[config.mk]
export PLATFORM = sky130hd
export DESIGN_NAME = data_memory_unit
export DESIGN_NICKNAME = d
export VERILOG_FILES = /design/src/rtl/data_memory_unit_pkg.sv /design/src/rtl/data_memory_unit.sv
export SDC_FILE = /design/constraint.sdc
export NUM_CORES = 1
export LEC_CHECK = 0
export CAP_MARGIN = 25
export CELL_PAD_IN_SITES_DETAIL_PLACEMENT = 0
export CELL_PAD_IN_SITES_GLOBAL_PLACEMENT = 2
export CORE_MARGIN = 10
export CORE_UTILIZATION = 24
export CTS_CLUSTER_SIZE = 25
export DETAILED_ROUTE_END_ITERATION = 16
export HOLD_SLACK_MARGIN = 0.06
export PLACE_DENSITY = 0.86
export SKIP_LAST_GASP = 1
export SYNTH_ARGS = -nofsm -noshare
export SYNTH_HDL_FRONTEND = slang
export SYNTH_SLANG_ARGS = --single-unit
[constraint.sdc]
create_clock -name clk -period 2 [get_ports clk]
set_input_delay 0.4 -clock clk [delete_from_list [all_inputs] [get_ports clk]]
set_output_delay 0.4 -clock clk [all_outputs]
set_load 0.01 [all_outputs]
[src/rtl/data_memory_unit_pkg.sv]
// Shared types and the load-align/store-merge datapath helpers for data_memory_unit.
// The helpers are plain functions so the merge/align math lives in one place.
package data_memory_unit_pkg;

  localparam logic [31:0] MASK_B = 32'h0000_00ff;
  localparam logic [31:0] MASK_H = 32'h0000_ffff;

  typedef enum logic [2:0] {
    IDLE,
    RD_REQ,
    RD_WAIT,
    WR_REQ,
    ERR
  } memu_state_t;

  typedef enum logic [1:0] {
    SZ_B,
    SZ_H,
    SZ_W
  } memu_size_t;

  function automatic memu_size_t size_from_mask(input logic [31:0] wmask);
    if (wmask == MASK_B) return SZ_B;
    else if (wmask == MASK_H) return SZ_H;
    else return SZ_W;
  endfunction

  function automatic logic is_misaligned(input memu_size_t sz, input logic [1:0] off);
    case (sz)
      SZ_H:    return off[0];
      SZ_W:    return (off != 2'b00);
      default: return 1'b0;
    endcase
  endfunction

  function automatic logic [31:0] load_align(input logic [31:0] word, input logic [1:0] off);
    return word >> {off, 3'b000};
  endfunction

  // Halfword lanes are forced even so an unchecked odd half never shifts past bit 31.
  function automatic logic [31:0] store_merge(input logic [31:0] old_word,
                                              input logic [31:0] wdata,
                                              input memu_size_t  sz,
                                              input logic [1:0]  off);
    logic [31:0] m;
    logic [4:0]  sh;
    m  = (sz == SZ_B) ? MASK_B : MASK_H;
    sh = (sz == SZ_H) ? {off[1], 1'b0, 3'b000} : {off, 3'b000};
    if (sz == SZ_W) return wdata;
    return (old_word & ~(m << sh)) | ((wdata & m) << sh);
  endfunction

endpackage

[src/rtl/data_memory_unit.sv]
// Memory-access unit: turns byte/half/word loads and stores into word-aligned
// transactions on a strobe-less single-port bus, using read-modify-write for sub-word stores.
//
// state   | meaning
// --------+-----------------------------------------------------------
// IDLE    | ready for a command; latches it on start
// RD_REQ  | read request on the bus (load, or first half of RMW)
// RD_WAIT | waiting for rvalid; align load data or form merged word
// WR_REQ  | write request with full word (word store or RMW result)
// ERR     | one-cycle misaligned-store flag, no bus access
module data_memory_unit
  import data_memory_unit_pkg::*;
#(
  parameter int XLEN            = 32,
  parameter bit ERR_WDATA_CHECK = 1'b1
) (
  input  logic            clk,
  input  logic            rst_n,
  input  logic            memu_cmd_start,
  input  logic            memu_cmd_write,
  output logic            memu_cmd_ready,
  output logic            memu_valid,
  input  logic [XLEN-1:0] memu_addr,
  input  logic [XLEN-1:0] memu_wdata,
  input  logic [XLEN-1:0] memu_wmask,
  output logic [XLEN-1:0] memu_rdata,
  output logic            store_misaligned,
  output logic            dmem_req_valid,
  input  logic            dmem_req_ready,
  output logic            dmem_req_write,
  output logic [XLEN-1:0] dmem_addr,
  output logic [XLEN-1:0] dmem_wdata,
  input  logic            dmem_rvalid,
  input  logic [XLEN-1:0] dmem_rdata
);

  memu_state_t     state_q, state_d;
  logic [XLEN-1:0] addr_q, addr_d;
  logic [XLEN-1:0] wdata_q, wdata_d;
  logic [XLEN-1:0] rdata_q, rdata_d;
  memu_size_t      size_q, size_d;
  logic            write_q, write_d;
  logic            valid_q, valid_d;

  logic       accept;
  memu_size_t cmd_size;
  logic       rsp_fire;

  assign accept   = memu_cmd_start && (state_q == IDLE);
  assign cmd_size = size_from_mask(memu_wmask);
  assign rsp_fire = (state_q == RD_WAIT) && dmem_rvalid;

  always_ff @(posedge clk or negedge rst_n) begin
    if (!rst_n) state_q <= IDLE;
    else        state_q <= state_d;
  end

  always_comb begin
    state_d = state_q;
    case (state_q)
      IDLE: begin
        if (accept) begin
          if (!memu_cmd_write)
            state_d = RD_REQ;
          else if (ERR_WDATA_CHECK && is_misaligned(cmd_size, memu_addr[1:0]))
            state_d = ERR;
          else if (cmd_size == SZ_W)
            state_d = WR_REQ;
          else
            state_d = RD_REQ;
        end
      end
      RD_REQ:  if (dmem_req_ready) state_d = RD_WAIT;
      RD_WAIT: if (dmem_rvalid) state_d = write_q ? WR_REQ : IDLE;
      WR_REQ:  if (dmem_req_ready) state_d = IDLE;
      ERR:     state_d = IDLE;
      default: state_d = IDLE;
    endcase
  end

  always_comb begin
    memu_cmd_ready   = 1'b0;
    dmem_req_valid   = 1'b0;
    dmem_req_write   = 1'b0;
    store_misaligned = 1'b0;
    case (state_q)
      IDLE:    memu_cmd_ready = 1'b1;
      RD_REQ:  dmem_req_valid = 1'b1;
      WR_REQ: begin
        dmem_req_valid = 1'b1;
        dmem_req_write = 1'b1;
      end
      ERR:     store_misaligned = 1'b1;
      default: ;
    endcase
  end

  // Command latch, RMW merge (overwrites the latched store data) and load alignment.
  always_comb begin
    addr_d  = addr_q;
    wdata_d = wdata_q;
    size_d  = size_q;
    write_d = write_q;
    rdata_d = rdata_q;
    valid_d = 1'b0;
    if (accept) begin
      addr_d  = memu_addr;
      wdata_d = memu_wdata;
      size_d  = cmd_size;
      write_d = memu_cmd_write;
    end
    if (rsp_fire) begin
      if (write_q) begin
        wdata_d = store_merge(dmem_rdata, wdata_q, size_q, addr_q[1:0]);
      end else begin
        rdata_d = load_align(dmem_rdata, addr_q[1:0]);
        valid_d = 1'b1;
      end
    end
  end

  always_ff @(posedge clk or negedge rst_n) begin
    if (!rst_n) begin
      addr_q  <= '0;
      wdata_q <= '0;
      rdata_q <= '0;
      size_q  <= SZ_W;
      write_q <= 1'b0;
      valid_q <= 1'b0;
    end else begin
      addr_q  <= addr_d;
      wdata_q <= wdata_d;
      rdata_q <= rdata_d;
      size_q  <= size_d;
      write_q <= write_d;
      valid_q <= valid_d;
    end
  end

  assign dmem_addr  = {addr_q[XLEN-1:2], 2'b00};
  assign dmem_wdata = wdata_q;
  assign memu_valid = valid_q;
  assign memu_rdata = rdata_q;

endmodule
* Yosys cells after proc, flatten, opt, wreduce, memory -nomap -nowiden
Index checks and enable logic that the tools add are counted.
** Word-level totals
- Bits in registers :: 103
- Word-level logic and storage cells :: 68
- Output and inout bits :: 101
- Input port bits :: 134
** Cells by class
- Shifts and indexed selects :: 3
- Reductions and logical operators :: 8
- Bitwise logic cells :: 5
- Muxes and demuxes :: 30
- Equality and inequality tests :: 15
** Operator list (count)
- 32-bit two-way mux :: 4
- 32-bit by 16-bit bitwise AND with 32-bit output :: 1
- 32-bit bitwise AND :: 1
- 32-bit by 16-bit == test with 1-bit output (second input constant) :: 1
- 32-bit by 8-bit == test with 1-bit output (second input constant) :: 1
- 32-bit NOT :: 1
- 32-bit OR :: 1
- 16-bit by 5-bit left shift with 32-bit output :: 1
- 32-bit by 5-bit left shift with 32-bit output :: 1
- 32-bit by 5-bit right shift with 32-bit output :: 1
- 3-bit two-way mux :: 6
- 16-bit two-way mux :: 1
- 1-bit two-way mux :: 12
- 3-bit case mux with 4 select lines :: 1
- 2-bit two-way mux :: 4
- 2-bit inequality test (second input constant) :: 4
- 3-bit by 2-bit == test with 1-bit output (second input constant) :: 2
- 2-bit by 1-bit == test with 1-bit output (second input constant) :: 2
- 2-bit == test (second input constant) :: 2
- 4-bit two-way mux :: 1
- 4-bit inequality test (second input constant) :: 1
- 4-bit AND reduction :: 1
- 3-bit by 1-bit == test with 1-bit output (second input constant) :: 1
- 3-bit == test (second input constant) :: 1
- other kinds (8) :: 9

* Longest topological paths before layout
Gate-level depths: netlist (run 1).
- Depth after elaboration :: 12
- Mapped depth :: 7
- Mapped depth without buffers :: 5

* Worst setup path before layout (run 1)
No wires, ideal clock.
- Path type :: input to register
- From :: input memu_wmask[27]
- To :: register state_q[1]
- Stages on the path :: 5
- Arrival time :: 1.454 ns
- Setup time :: 0.125 ns
- Data required time :: 1.875 ns
- Path slack :: 0.421 ns
- Buffers on the path :: 0
- Cell sequence :: or4_1 > nor2_2 > nand4_2 > o2111ai_1 > a21oi_1
** Between the ends
- Word-level cells in the longest chain between the ends :: 12
- Elaborated cells on any way between the ends :: 15
- Those cells by class :: 4 x eq/ne; 11 x mux
** RTL lines
- from (decl) :: line data_memory_unit.sv:25 : input logic [XLEN-1:0] memu_wmask,
- 32-bit by 16-bit == test with 1-bit output :: line data_memory_unit_pkg.sv:24 : else if (wmask == MASK_H) return SZ_H;
- 2-bit two-way mux :: line data_memory_unit_pkg.sv:24
- 2-bit two-way mux * :: line data_memory_unit_pkg.sv:23 : if (wmask == MASK_B) return SZ_B;
- 2-bit == test or 2-bit by 1-bit == test with 1-bit output (tied branches) :: line data_memory_unit_pkg.sv:29, data_memory_unit.sv:67
- 1-bit case mux with 2 select lines :: line data_memory_unit_pkg.sv:29 : case (sz)
- 1-bit two-way mux :: line data_memory_unit.sv:63 : if (!memu_cmd_write)
- 1-bit two-way mux :: line data_memory_unit.sv:62 : if (accept) begin
- 1-bit two-way mux :: line data_memory_unit.sv:60 : case (state_q)
- 3-bit two-way mux * :: line data_memory_unit.sv:65 : else if (ERR_WDATA_CHECK && is_misaligned(cmd_size, memu_addr[1:0]))
- 3-bit two-way mux * :: line data_memory_unit.sv:63
- 3-bit two-way mux * :: line data_memory_unit.sv:62
- 3-bit case mux with 4 select lines * :: line data_memory_unit.sv:60
- to (signal assigned) :: line data_memory_unit.sv:55 : else state_q <= state_d;
- to (decl) :: line data_memory_unit.sv:37 : memu_state_t state_q, state_d;
Mark *: on every way between the ends. The rest lies on a longest branch, timed or not. The select of a mux whose other input is x is not followed.
A chain may end at the register's enable or synchronous reset.

* Worst setup path after layout (run 1)
- From :: register state_q[0]
- To :: output dmem_req_write
** Between the ends
- Word-level cells in the longest chain between the ends :: 2
** RTL lines
- 3-bit by 2-bit == test with 1-bit output :: line data_memory_unit.sv:86 : case (state_q)
- 1-bit two-way mux :: line data_memory_unit.sv:86
- to (decl) :: line data_memory_unit.sv:30 : output logic dmem_req_write,
No other way between the ends.

==> results.cfg, run 1 <==
[global_route]
first_global_vias = 5287
grt_pass1_wl_um = 32900
grt_util_all_layers_pct = 14.9
grt_max_degree = 104
antenna_found_initial = 2
grt_overflow = 0

[logic_synthesis]
synth_seq_cells = 103
synth_top_family_by_area = simple AND/OR/NAND/NOR gates
synth.area.mux_share_pct = 4.63
ys_seq_area_share_pct = 47.7
yosysTopAreaCell = dfrtp_1
netlist_area_um2 = 5410
yosysTopAreaCellShare_pct = 47.2
synth_compound_area_share_pct = 18.6
synthCells = 590
synth-simple-area-share_pct = 20.1
syn_avg_cell_area_um2 = 9.17
yosysWarnings = 0
synth.area.top_cells = dfrtp_1, nand2_1, buf_4
synth_flop_cell = dfrtp_1
synth-xor-area-share_pct = 0.162
synthArstFlopShare_pct = 100
synth_edf_count = 0
synth_cell_types = 58
synthAdderAreaFrac_pct = 0

[power_and_ir_drop]
vdd_drop_max_v = 0.000342
leakage_nw = 3.52
p_total_mw = 11.6
power_density_nw_per_um2 = 1410

[cells_and_area]
stdcell_count = 1083
final_util_pct = 37.3
syn2layout_area_growth_pct = 51.7
diodes = 0
drive_gt1_share_pct = 11.0
nNetsFinal = 932

[floorplanning]
rows = 54
start_util_pct = 24.6
dieArea_um2 = 28900
core_area_um2 = 22000
boundaryPins = 235
die_w_um = 170
die_h_um = 170

[clock_tree]
clk_pin_slew_ns = 0.08
cts_tree = built
clock-sinks = 103
h-tree-depth = 3
clock_path_buffers = 2
cts_buffers = 9
clk_latency_ns = 0.35
cts_root_buffer = clkbuf_16

[placement]
dp.cells = 1066
place.gp.congestion = 0.846
io_buffers = 232
dp_hpwl_um = 17100

[critical_path]
cp.required_ns = 1.60
arrival_ns = 1.47
startpoint_type = flop
critPathMaxFanout = 10
endpoint_kind = primary output
reg2reg_depth = 6
critPathKind = flop to primary output

[job]
maxCapViolations = 0

[sta]
relSlewSlack_pct = 58.6
finalSetupViolations = 0
hold_slack_ns = 0.0993
worst_pin_slew_ns = 0.619
fin_crit_sh_pct = 93.5
fin_skew_ns = 0.00865
drv_slew = 0
hold_viol_final = 0
timing.final.crit_period_ns = 1.87
clock.fmax_mhz = 535
rsz0062_at_grt = no

[detailed_routing]
postRouteWirelength_um = 21900
drt_drc_violations_left = 0
drtPass1Iterations = 5
routed_via_density = 4.65
drt-initial-drc-count = 454
wl_per_cell_um = 20.2
antenna_left = 0
routed-via-count = 5038

[outcome]
outcome = completed

[min_path]
hold_class = input pin to asynchronous set/reset pin
## final timing paths
kind,from,end,slack (ns)
max in group asynchronous,rst_n,state_q[1]$_DFFE_PN0P_,1.45
min reg2reg,addr_q[28]$_DFFE_PN0P_,addr_q[28]$_DFFE_PN0P_,0.47
min,rst_n,memu_rdata[17]$_DFFE_PN0P_,0.1
min in group clk,addr_q[28]$_DFFE_PN0P_,addr_q[28]$_DFFE_PN0P_,0.47
max,state_q[0]$_DFFE_PN0P_,dmem_req_write,0.13
max reg2reg,state_q[2]$_DFFE_PN0P_,dmem_wdata[19]$_DFFE_PN0P_,0.15
## kinds of logic after synthesis
logic type | after synthesis
AOI/OAI and AO/OA | 148
xor gates and xnor gates | 1
buffers and inverters | 70
DFF | 103
muxes | 24
other | 1
and+or+nand+nor | 243
## timing repair
action	in CTS	in global routing
hold endpoints to repair	0	0
gates resized for setup	6	2
hold buffers	0	0
endpoints found under the setup margin	4	8
setup buffers	1	0
## synth_stat cells, types with 2 or more instances
cell type / n
a22oi_1: 23
o21ai_1: 15
a221oi_1: 8
nand2_1: 175
buf_4: 41
and2b_1: 2
and2_1: 3
nor2b_1: 2
nor2_1: 23
a21oi_1: 39
o22ai_1: 16
o221a_2: 7
nor4_1: 5
nor3_4: 2
mux2i_1: 16
nand4_1: 3
o31ai_1: 9
inv_1: 2
clkbuf_1: 7
o21a_1: 2
nand3_1: 8
o21ai_0: 11
buf_6: 6
dfrtp_1: 102
nand2b_1: 4
or2_2: 2
buf_2: 9
o211ai_1: 8
buf_1: 4
mux2_2: 8
## state kept, by name, summed over array words and instances, names as in the netlist
signal      flops
addr_q         32
size_q          2
state_q         3
dmem_wdata     32
memu_valid      1
write_q         1
memu_rdata     32
## cells in the final DEF (no fill, tap or decap), drive strengths merged, types with 4 or more instances in the layout
cell type      count
o21ai             27
o31ai              9
a22oi             23
mux2               8
o211ai             8
inv                5
a21oi             39
clkdlybuf4s50    227
nor2              25
o221a              7
nand4              4
nor4               5
dfrtp            102
buf               32
nand2b             4
clkbuf            10
nor3               4
mux2i             16
nand2            176
o22ai             16
nand3              9
a221oi             8
## per-stage QoR
stage                     instance area (µm²)  TNS [ns]  worst slack (ns)
after global placement                   7890    -0.311           -0.0814
after global routing                     8210         0           0.00793
after detailed placement                 7890    -0.422            -0.112
after floorplan                          5410         0             0.421
final                                    8210         0             0.130
after CTS                                8200         0           0.00878
## critical path, stage by stage, from the launching register on
cell	delay [ns]
dfrtp_2	0.48
and2b_1	0.20
and2_1	0.15
dlygate4sd2_1	0.28
## cell type report
| type | instances | area, µm² |
|---|---|---|
| Clock buffer | 10 | 229 |
| Clock inverter | 6 | 77.6 |
| Fill cell | 2264 | 13800 |
| Inverter | 3 | 11.3 |
| Multi-Input combinational cell | 418 | 2370 |
| Sequential cell | 103 | 2580 |
| Tap cell | 280 | 350 |
| Timing Repair Buffer | 263 | 2590 |
## routing by layer
layer / share of wire, % / global-route usage [%] / wire length, µm / vias to the layer above
met2: 46 / 23.3 / 10100 / 200
li1: - / - / - / 2447
met4: 1.5 / 4.92 / 334 / 2
met3: 8.8 / 3.61 / 1920 / 19
met5: 0.032 / 0 / 7 / -
met1: 44 / 19.7 / 9570 / 2370
## report_power, final
| part | switching, mW | total, mW | internal [mW] | leakage, nW |
|---|---|---|---|---|
| combinational | 2.97 | 5.92 | 2.96 | 2.11 |
| clock | 0.871 | 1.87 | 0.995 | 0.147 |
| sequential | 0.756 | 3.77 | 3.02 | 1.26 |
Note: power is estimated with default switching activity, not from simulation.
==> run 2, diff against run 1 <==
--- a/config.mk
+++ b/config.mk
@@ -9,11 +9,11 @@
 export CELL_PAD_IN_SITES_DETAIL_PLACEMENT = 0
 export CELL_PAD_IN_SITES_GLOBAL_PLACEMENT = 2
 export CORE_MARGIN = 10
-export CORE_UTILIZATION = 24
+export CORE_UTILIZATION = 26
 export CTS_CLUSTER_SIZE = 25
 export DETAILED_ROUTE_END_ITERATION = 16
 export HOLD_SLACK_MARGIN = 0.06
-export PLACE_DENSITY = 0.86
+export PLACE_DENSITY = 0.92
 export SKIP_LAST_GASP = 1
 export SYNTH_ARGS = -nofsm -noshare
 export SYNTH_HDL_FRONTEND = slang
==> constraint.sdc (replaced) <==
create_clock -name clk -period 2.4 [get_ports clk]
set_input_delay 0.48 -clock clk [delete_from_list [all_inputs] [get_ports clk]]
set_output_delay 0.48 -clock clk [all_outputs]
set_load 0.01 [all_outputs]
==> run 2 against run 1 <==
Effect of this change: first-iteration DRC count shrank 12%; wire length decreased by 1.9%; combinational power decreased by 19%; clock-buffer cell count down 1; sequential cell count did not move; worst hold slack gained 0.0040 ns; critical path depth stayed put; largest cell class is now registers; highest routed layer unchanged.
==> results.cfg, run 2 (synthesis gave the netlist of run 1 again) <==
[outcome]
outcome = completed

[critical_path]
endpoint_kind = primary output
worstReg2RegStart = addr_q[1]$_DFFE_PN0P_
critPathMaxFanout = 7
arrival_ns = 1.75
regToRegSetupSlack_ns = 0.40
startpoint = state_q[2]$_DFFE_PN0P_
cp.required_ns = 1.92
critPathKind = flop to primary output
startpoint_type = flop

[sta]
fin_crit_sh_pct = 93.1
relSlewSlack_pct = 48.1
fin_skew_ns = 0.0109
timing.final.ws_setup_ns = 0.166
fin_tns_setup_ns = 0
finalSetupViolations = 0
clock.fmax_mhz = 448
timing.final.crit_period_ns = 2.23
rsz0062_at_grt = no
drv_slew = 0
worst_pin_slew_ns = 0.777
hold_viol_final = 0

[clock_tree]
clock_path_buffers = 2
cts_buffers = 9
postCtsHoldBufs = 0
clk_latency_ns = 0.36
cts_resized = 0
cts_root_buffer = clkbuf_16
cts_tree = built
post_cts_buffers = 0
h-tree-depth = 3
clk_pin_slew_ns = 0.08
clock-sinks = 103

[floorplanning]
core_area_um2 = 20400
start_util_pct = 26.6
rows = 52
die_h_um = 164
dieArea_um2 = 27000
die_w_um = 164
boundaryPins = 235

[placement]
dp_slack_ns = 0.144
dp_hpwl_um = 16800
place.gp.congestion = 0.829
io_buffers = 232

[cells_and_area]
syn2layout_area_growth_pct = 48.9
multiInputGateArea_um2 = 2360
nFillCells = 2066
mostFrequentLayoutCell = clkdlybuf4s50_1
nNetsFinal = 918
drive_gt1_share_pct = 9.00
final_cell_mix = clkdlybuf4s50_1, nand2_1, dfrtp_1
regArea_um2 = 2580

[detailed_routing]
routed_via_density = 4.78
drt-initial-drc-count = 401
wl_per_cell_um = 20.3
routed-via-count = 5070
drt_drc_violations_left = 0
postRouteWirelength_um = 21500
antenna_left = 0
drtPass1Iterations = 5

[min_path]
hold_class = input pin to asynchronous set/reset pin

[global_route]
grt_util_all_layers_pct = 15.5
first_global_vias = 5123
grt_max_degree = 42
grt_overflow = 0
antenna_found_initial = 2
grt_pass1_wl_um = 32000

[power_and_ir_drop]
vdd_drop_max_v = 0.000431
leakage_nw = 3.42
power_density_nw_per_um2 = 1170

[job]
maxCapViolations = 0
[run 2: changes by cell type in the layout (fill, tap and decap cells not counted), sizes merged, moves of 2 or more]
cell,delta
dlygate4sd2,-3
inv,+2
buf,-14
clkdlybuf4s50,+4
[run 2: metal layers]
metal	share of wire, %	routed length (µm)	vias to the layer above	GRT usage (%)
met1	42	9020	2432	19.9
met3	8.9	1920	20	4.38
li1	-	-	2422	-
met4	1.7	364	2	5.32
met5	0.060	13	-	0
met2	47	10200	194	24.6
[run 2: final cells by class]
cell class,instances,share of cell area [%]
flip-flops and latches,103,32.0
multi-input cells,418,29.4
clock inverters,7,0.777
well taps,270,4.19
inverters,3,0.140
clock buffers,9,2.80
diodes,1,0.0311
repair buffers,249,30.7
[run 2: worst max-delay path: stages, from the launching register on]
cell and delay, ns:
dfrtp_1 0.48, and2b_1 0.25, and2_1 0.12, clkdlybuf4s50_1 0.55
[run 2: per-stage QoR]
| stage | instance area (µm²) | util, % | std cells | hold WS (ns) | power (mW) |
|---|---|---|---|---|---|
| 3_5_place_dp | 7760 | 38.1 | 1043 | 0.461 | 8.02 |
| 3_3_place_gp | 7760 | 38.1 | 1043 | 0.451 | 7.96 |
| 6_report | 8060 | 39.6 | 1060 | 0.103 | 9.43 |
| 4_1_cts | 8050 | 39.5 | 1059 | 0.130 | 9.55 |
| 2_1_floorplan | 5410 | - | 591 | 0.184 | 5.81 |
| 5_1_grt | 8060 | 39.6 | 1060 | 0.152 | 10.1 |
[run 2: worst paths after layout]
| check | depth (start not counted) | endpoint |
|---|---|---|
| worst max-delay path | 3 | dmem_req_write |
| worst min-delay path | 1 | memu_valid$_DFF_PN0_ |
| worst max register to register | 4 | dmem_wdata[17]$_DFFE_PN0P_ |
| worst min register to register | 2 | addr_q[24]$_DFFE_PN0P_ |
| max in group asynchronous | 2 | dmem_wdata[11]$_DFFE_PN0P_ |
| min in group clk | 2 | addr_q[24]$_DFFE_PN0P_ |
[run 2: power breakdown]
group	switching, mW	internal [mW]
Sequential	0.669	2.51
Clock	0.746	0.730
Combinational	2.41	2.37
==> run 3, diff against run 2 <==
--- a/config.mk
+++ b/config.mk
@@ -8,7 +8,7 @@
 export CAP_MARGIN = 25
 export CELL_PAD_IN_SITES_DETAIL_PLACEMENT = 0
 export CELL_PAD_IN_SITES_GLOBAL_PLACEMENT = 2
-export CORE_MARGIN = 10
+export CORE_MARGIN = 2
 export CORE_UTILIZATION = 26
 export CTS_CLUSTER_SIZE = 25
 export DETAILED_ROUTE_END_ITERATION = 16
==> run 3 against run 2 <==
Effect of this change: register-to-register slack gained 0.09 ns; sequential share of layout area is essentially flat; combinational power is essentially flat; critical path type unchanged; critical endpoint unchanged.
==> results.cfg, run 3 (synthesis gave the netlist of run 1 again) <==
[outcome]
outcome = completed

[placement]
place.gp.congestion = 0.807
dp.cells = 1047
dp_hpwl_um = 15000
placed_cell_area_um2 = 7790
dp_slack_ns = 0.141
io_buffers = 232

[floorplanning]
die_w_um = 148
rows = 52
start_util_pct = 26.6
die_h_um = 148
dieArea_um2 = 22000
boundaryPins = 235
core_area_um2 = 20300

[detailed_routing]
routed-via-count = 5035
wl_per_cell_um = 18.2
drt_drc_violations_left = 0
drtPass1Iterations = 5
drt-initial-drc-count = 299
routed_via_density = 4.75
antenna_left = 0
postRouteWirelength_um = 19400

[sta]
relSlewSlack_pct = 51.2
hold_viol_final = 0
fin_skew_ns = 0.00535
drv_slew = 0
timing.final.crit_period_ns = 2.22
worst_pin_slew_ns = 0.730
rsz0062_at_grt = no
finalSetupViolations = 0
clock.fmax_mhz = 451
fin_tns_setup_ns = 0
timing.final.ws_setup_ns = 0.183
hold_slack_ns = 0.0690
fin_crit_sh_pct = 92.4

[critical_path]
cp.required_ns = 1.92
startpoint_type = flop
critPathKind = flop to primary output
endpoint_kind = primary output
arrival_ns = 1.74
critPathMaxFanout = 10

[power_and_ir_drop]
power_density_nw_per_um2 = 1160
p_total_mw = 9.32
leakage_nw = 3.42
vdd_drop_max_v = 0.000338

[cells_and_area]
drive_gt1_share_pct = 8.98
final_util_pct = 39.7
nNetsFinal = 922
syn2layout_area_growth_pct = 49.0
diodes = 0
stdcell_count = 1061
mostFrequentLayoutCell = clkdlybuf4s50_1
final_cell_mix = clkdlybuf4s50_1, nand2_1, dfrtp_1
nFillCells = 2091
final_area_um2 = 8060

[clock_tree]
h-tree-depth = 3
cts_resized = 0
cts_root_buffer = clkbuf_16
clk_pin_slew_ns = 0.07
clk_latency_ns = 0.35
cts_tree = built
postCtsHoldBufs = 0
clock-sinks = 103
clock_path_buffers = 2
cts_buffers = 9
post_cts_buffers = 0

[min_path]
hold_class = input pin to asynchronous set/reset pin

[global_route]
antenna_found_initial = 0
grt_overflow = 0
grt_util_all_layers_pct = 17.6
grtUsageMet3_pct = 3.47
grt_max_degree = 47
grtUsageMet2_pct = 26.4
grt_pass1_wl_um = 29500
first_global_vias = 5064
busiest_layer = met2
grtUsageMet1_pct = 25.2

[job]
maxCapViolations = 0
## run 3: power by group
part / switching, mW / internal, mW
registers: 0.664 / 2.51
logic: 2.36 / 2.41
clock network: 0.660 / 0.722
total: 3.68 / 5.64
## run 3: cell type report
cell class | count | area (µm²) | share of cell area, %
clock inverter | 3 | 21.3 | 0.264
multi-input combinational | 418 | 2360 | 29.3
tap | 270 | 338 | 4.19
clock buffer | 11 | 243 | 3.01
sequential | 103 | 2580 | 32.0
inverter | 3 | 11.3 | 0.140
timing repair buffer | 253 | 2500 | 31.1
## run 3: worst paths after layout
kind	end	cells after the start	start	slack (ns)
max reg2reg	dmem_wdata[12]$_DFFE_PN0P_	5	state_q[0]$_DFFE_PN0P_	0.49
min	memu_valid$_DFF_PN0_	1	rst_n	0.07
max in group asynchronous	size_q[1]$_DFFE_PN1P_	2	rst_n	1.55
max	dmem_req_write	3	state_q[0]$_DFFE_PN0P_	0.18
min reg2reg	addr_q[10]$_DFFE_PN0P_	2	addr_q[10]$_DFFE_PN0P_	0.47
min in group clk	addr_q[10]$_DFFE_PN0P_	2	addr_q[10]$_DFFE_PN0P_	0.47
## run 3: routing by layer
layer  part of all wire [%]  up-vias
met4                    2.4        0
met1                     47     2396
li1                       -     2422
met5                      0        -
met3                    6.8       26
met2                     44      191
## run 3: worst max-delay path, cell delays in order, from the launching register on
cell             delay [ns]
dfrtp_1                0.54
and2b_1                0.19
and2_1                 0.12
clkdlybuf4s50_1        0.53
